File: config.mk
export PLATFORM = sky130hd
export DESIGN_NAME = custom_axi_result_fifo
export DESIGN_NICKNAME = d
export VERILOG_FILES = /design/src/rtl/custom_axi_result_fifo_pkg.sv /design/src/rtl/custom_axi_result_fifo_mem.sv /design/src/rtl/custom_axi_result_fifo.sv
export SDC_FILE = /design/constraint.sdc
export NUM_CORES = 1
export LEC_CHECK = 0
export ABC_CLOCK_PERIOD_IN_PS = 2600
export CELL_PAD_IN_SITES_DETAIL_PLACEMENT = 0
export CELL_PAD_IN_SITES_GLOBAL_PLACEMENT = 1
export CORE_MARGIN = 10
export CORE_UTILIZATION = 30
export DETAILED_ROUTE_END_ITERATION = 10
export DONT_BUFFER_PORTS = 1
export PLACE_DENSITY_LB_ADDON = 0.2
export SLEW_MARGIN = 20
export SYNTH_ARGS = -nofsm -noshare
export SYNTH_HDL_FRONTEND = slang
export SYNTH_SLANG_ARGS = --single-unit
File: constraint.sdc
create_clock -name clk_i -period 2.6 [get_ports clk_i]
set_input_delay 0.26 -clock clk_i [delete_from_list [all_inputs] [get_ports clk_i]]
set_output_delay 0.26 -clock clk_i [all_outputs]
set_load 0.02 [all_outputs]
File: src/rtl/custom_axi_result_fifo_pkg.sv
// Shared types and constants for the custom AXI result FIFO.
package custom_axi_result_fifo_pkg;

    typedef enum logic [1:0] {FIFO_EMPTY, FIFO_ACTIVE, FIFO_FULL} fifo_state_e;

    localparam logic [1:0] RES_EN_VALID = 2'b01;

endpackage

File: src/rtl/custom_axi_result_fifo_mem.sv
// DEPTH x DATA_WIDTH storage for the result FIFO: one synchronous write port,
// one asynchronous read port. Contents are not reset.
module custom_axi_result_fifo_mem #(
    parameter int DATA_WIDTH = 32,
    parameter int DEPTH      = 4
) (
    input  logic                         clk_i,
    input  logic                         we_i,
    input  logic [$clog2(DEPTH)-1:0]     waddr_i,
    input  logic [DATA_WIDTH-1:0]        wdata_i,
    input  logic [$clog2(DEPTH)-1:0]     raddr_i,
    output logic [DATA_WIDTH-1:0]        rdata_o
);

    logic [DATA_WIDTH-1:0] mem_q [DEPTH];

    always_ff @(posedge clk_i) begin
        if (we_i) begin
            mem_q[waddr_i] <= wdata_i;
        end
    end

    assign rdata_o = mem_q[raddr_i];

endmodule

File: src/rtl/custom_axi_result_fifo.sv
// First-word-fall-through buffer for results emitted by the custom AXI core.
// Optional push/drop statistics counters: define CUSTOM_AXI_RESULT_FIFO_STATS_EN.
module custom_axi_result_fifo
    import custom_axi_result_fifo_pkg::*;
#(
    parameter int DATA_WIDTH = 32,
    parameter int DEPTH      = 4
) (
    input  logic                       clk_i,
    input  logic                       rst_ni,
    input  logic [DATA_WIDTH:0]        res_i,
    input  logic [1:0]                 res_en_i,
    input  logic                       clear_i,
    output logic [DATA_WIDTH-1:0]      rd_data_o,
    output logic                       rd_valid_o,
    input  logic                       rd_ready_i,
    output logic [$clog2(DEPTH):0]     count_o,
    output fifo_state_e                state_o,
    output logic                       overflow_o,
    output logic                       proto_err_o
`ifdef CUSTOM_AXI_RESULT_FIFO_STATS_EN
    ,
    output logic [15:0]                push_cnt_o,
    output logic [15:0]                drop_cnt_o
`endif
);

    localparam int AW = $clog2(DEPTH);
    localparam int CW = AW + 1;
    localparam logic [CW-1:0] FULL_CNT = CW'(DEPTH);

    logic [AW-1:0]         wr_ptr_q, wr_ptr_d;
    logic [AW-1:0]         rd_ptr_q, rd_ptr_d;
    logic [CW-1:0]         count_q, count_d;
    fifo_state_e           state_q, state_d;
    logic                  overflow_q, overflow_d;
    logic                  proto_err_q, proto_err_d;
    logic                  push_req, bad_code, full, pop, push, drop;
    logic [DATA_WIDTH-1:0] mem_rdata;

    always_comb begin
        full     = (count_q == FULL_CNT);
        push_req = (res_en_i == RES_EN_VALID) && res_i[0];
        bad_code = ((res_en_i == RES_EN_VALID) && !res_i[0]) || res_en_i[1];
        pop      = (count_q != '0) && rd_ready_i;
        // A pop in the same cycle frees the slot, so a full FIFO still accepts.
        push     = push_req && (!full || pop) && !clear_i;
        drop     = push_req && full && !pop && !clear_i;

        wr_ptr_d    = wr_ptr_q;
        rd_ptr_d    = rd_ptr_q;
        count_d     = count_q;
        overflow_d  = overflow_q;
        proto_err_d = proto_err_q;

        if (clear_i) begin
            wr_ptr_d    = '0;
            rd_ptr_d    = '0;
            count_d     = '0;
            overflow_d  = 1'b0;
            proto_err_d = 1'b0;
        end else begin
            if (push) begin
                wr_ptr_d = wr_ptr_q + 1'b1;
            end
            if (pop) begin
                rd_ptr_d = rd_ptr_q + 1'b1;
            end
            count_d = count_q + CW'(push) - CW'(pop);
            if (drop) begin
                overflow_d = 1'b1;
            end
            if (bad_code) begin
                proto_err_d = 1'b1;
            end
        end

        if (count_d == '0) begin
            state_d = FIFO_EMPTY;
        end else if (count_d == FULL_CNT) begin
            state_d = FIFO_FULL;
        end else begin
            state_d = FIFO_ACTIVE;
        end
    end

    always_ff @(posedge clk_i or negedge rst_ni) begin
        if (!rst_ni) begin
            wr_ptr_q    <= '0;
            rd_ptr_q    <= '0;
            count_q     <= '0;
            state_q     <= FIFO_EMPTY;
            overflow_q  <= 1'b0;
            proto_err_q <= 1'b0;
        end else begin
            wr_ptr_q    <= wr_ptr_d;
            rd_ptr_q    <= rd_ptr_d;
            count_q     <= count_d;
            state_q     <= state_d;
            overflow_q  <= overflow_d;
            proto_err_q <= proto_err_d;
        end
    end

    custom_axi_result_fifo_mem #(
        .DATA_WIDTH (DATA_WIDTH),
        .DEPTH      (DEPTH)
    ) u_mem (
        .clk_i   (clk_i),
        .we_i    (push),
        .waddr_i (wr_ptr_q),
        .wdata_i (res_i[DATA_WIDTH:1]),
        .raddr_i (rd_ptr_q),
        .rdata_o (mem_rdata)
    );

    assign rd_valid_o  = (count_q != '0);
    assign rd_data_o   = rd_valid_o ? mem_rdata : '0;
    assign count_o     = count_q;
    assign state_o     = state_q;
    assign overflow_o  = overflow_q;
    assign proto_err_o = proto_err_q;

`ifdef CUSTOM_AXI_RESULT_FIFO_STATS_EN
    logic [15:0] push_cnt_q, push_cnt_d;
    logic [15:0] drop_cnt_q, drop_cnt_d;

    always_comb begin
        push_cnt_d = push_cnt_q;
        drop_cnt_d = drop_cnt_q;
        if (clear_i) begin
            push_cnt_d = '0;
            drop_cnt_d = '0;
        end else begin
            if (push && (push_cnt_q != '1)) begin
                push_cnt_d = push_cnt_q + 16'd1;
            end
            if (drop && (drop_cnt_q != '1)) begin
                drop_cnt_d = drop_cnt_q + 16'd1;
            end
        end
    end

    always_ff @(posedge clk_i or negedge rst_ni) begin
        if (!rst_ni) begin
            push_cnt_q <= '0;
            drop_cnt_q <= '0;
        end else begin
            push_cnt_q <= push_cnt_d;
            drop_cnt_q <= drop_cnt_d;
        end
    end

    assign push_cnt_o = push_cnt_q;
    assign drop_cnt_o = drop_cnt_q;
`endif

endmodule

==> run metrics <==
Tmin final 2.426 ns; I/O Buffers 0; Peak Freq 412.2 MHz; Clock transition at path regs 0.06 ns; Critical Path Sink Type flip-flop; Ys Warns 0; Synth Area per Inst 20.95 sq um; Worst EP arrival 2.75 ns; WL/cell 19.71 microns; status finished clean; part of the power in registers 0.376; DR DRC count 0; vias in the first global route 2,965; Max FO, Critical Path 5; Boundary Pins 79; Fin. Hold Viols 0; Die ar. 24,270 sq um; largest net degree at the start of global routing 33; Crit Path Category flip-flop to flip-flop; Total GRT Usage 0.09637; Synth Instances 264; Setup TNS 0 ns; placed insts 494; Synth Cell Area 5530 sq um; sequential element share of the synthesized area 0.7448; Final Total Pwr 7.026 mW; CTS Sinks 139; clk_lat worst skew 0.41 ns; P_sw 2.028 mW; pwr dens 1022 nW/um^2; Detailed Place HPWL 6.926 mm; initial antenna violation count 1; Post-Route WL 11.10 mm; finished layout cell area 6873 sq um; Cell Int Power 4.998 mW; worst hold path class input port to flip-flop; Synth Register Bits 139; CTS Buf Count 17; Starting DRT DRC Count 90; max cap viols 0; switch share 0.2886; final cell count without fillers 563; Vias/cell 4.512; Die X-Extent 155.8 microns; Vias 2,540; Combinational Power Share 0.248; area of the core 18,020 sq um; Slew Limit Fails 0; DRT antenna net count 0; Die H 155.8 microns; Tightest Pin Transition 0.9720 ns; Async S/R FF share, synth 0.07914; Initial Util 0.3068; layout cell share with drive strength beyond 1 0.2733; num rows 49; final number of setup-violating endpoints 0; GP Congestion 0.6625; TritonCTS clock tree done; Filler Cells Inserted 1,669; total gr overflow 0; Distinct cells, synth 30; Syn Nets 310; Final Cycle Share 0.9330; Post-synth EDFFs 128; Slew HR 0.3520; Pre-antenna DRT Iters 4; Clock Tree Buf Depth 2; crit path launch type flip-flop; VDD IR-drop max 0.7170 mV; worst clock skew 0.008493 ns; hold_ws 0.02750 ns; placed inst area 5843 sq um; ys flop type edfxtp_1; leakage 2.260 nW; clock power share 0.376; Syn-to-layout area delta 24.28%; H-tree depth 4; clk root buf clkbuf_16; first-pass GRT wire length 17.20 mm; Req. time, crit path 2.92 ns; NumNets Final 366
synth_stat cells, types with 3 or more instances:
library cell / number / share of area
buf_12: 3 / 0.011
edfxtp_1: 128 / 0.70
and2_1: 4 / 0.0045
mux4_2: 32 / 0.13
nor2b_4: 5 / 0.012
inv_1: 8 / 0.0054
nor2b_1: 28 / 0.032
dfrtp_1: 11 / 0.050
buf_2: 7 / 0.0063
nor2_1: 8 / 0.0054
nand2b_1: 3 / 0.0034
ha_1: 6 / 0.014
area by class of cell:
type,instances,area (sq um),share of cell area
tap,229,286.5,0.04169
timing repair buffer,49,480.5,0.06991
clock buffer,17,425.4,0.06190
clock inverter,15,227.7,0.03313
multi-input combinational,105,1296,0.1886
inverter,8,30.03,0.004369
antenna,1,2.502,0.0003641
sequential,139,4124,0.6000
metal layers:
layer,part of all wire,routed length [microns],track usage
met1,0.44,4863,0.1106
met2,0.47,5234,0.1499
met3,0.078,871,0.04990
met4,0.012,129,0.03743
met5,0,0,0
path summary, 6_finish.rpt:
check | endpoint | slack (ns) | from | cells past startpoint
min | wr_ptr_q[1] | 0.03 | clear_i | 2
max | state_o[1] | 0.17 | count_o[0] | 11
max in group asynchronous | rd_ptr_q[0] | 1.96 | rst_ni | 1
max reg2reg | state_o[1] | 0.17 | count_o[0] | 11
min reg2reg | wr_ptr_q[1] | 0.60 | wr_ptr_q[1] | 2
min in group asynchronous | overflow_o | 0.26 | rst_ni | 1
per-stage QoR:
step / util / setup slack, ns
floorplan: - / 0.09526
global placement: 0.3242 / 0.2097
detailed placement: 0.3242 / 0.1661
CTS: 0.3798 / 0.09146
global route: 0.3813 / -0.01143
finish: 0.3813 / 0.1742
placed cells by master, fill, tap and decap left out, types with 2 or more instances in the layout:
master,n
ha_1,6
bufinv_16,6
nand2b_1,3
inv_1,8
nor2b_4,5
a21oi_1,2
dfrtp_2,4
mux4_2,32
edfxtp_1,128
clkbuf_16,17
clkinv_1,4
xor2_1,2
and2_2,4
clkinv_2,2
nor2_1,8
nor3_1,2
dlygate4sd3_1,35
clkinvlp_4,3
dfrtp_1,7
nor2b_1,28
buf_4,12
buf_12,2
repair_timing:
| action | 4_1_cts | 5_1_grt |
|---|---|---|
| hold endpoints to repair | 147 | 0 |
| buffers inserted | 0 | 1 |
| setup endpoints to repair | 0 | 1 |
| hold buffers | 35 | 0 |
| resized for setup | 0 | 4 |
sequential cells by signal (all words and copies together) (netlist names):
register and flops:
count_o 3, overflow_o 1, rd_ptr_q 2, u_mem.mem_q 128, wr_ptr_q 2, state_o 2
proto_err_o 1
power groups by stage:
stage	logic, mW	clock network, mW	registers [mW]
finish	1.74	2.64	2.64
global route	1.92	2.83	2.66
CTS	1.81	2.71	2.64
detailed placement	1.74	0	2.69
global placement	1.73	0	2.68
floorplan	1.43	0	2.63
logic make-up (layout without fill, tap and decap cells):
logic type / after synthesis / after routing / synth area share
DFF: 139 / 139 / 0.7448
AOI/OAI and AO/OA: 5 / 5 / 0.005656
other: 0 / 1 / 0
and+or+nand+nor: 56 / 56 / 0.06810
muxes: 34 / 34 / 0.1342
adders and majority gates: 7 / 7 / 0.01719
buffers and inverters: 20 / 89 / 0.02534
xor gates and xnor gates: 3 / 3 / 0.004752
worst max-delay path, stage by stage, from the launching register on:
cell and delay (ns):
dfrtp_2 0.47, nor4b_4 0.30, nor3_1 0.10, inv_1 0.07
ha_1 0.21, inv_1 0.06, ha_1 0.14, inv_1 0.05
fa_1 0.47, nor2_1 0.05, or2_2 0.30, nor3_1 0.14
(Power assumes the default switching activity.)
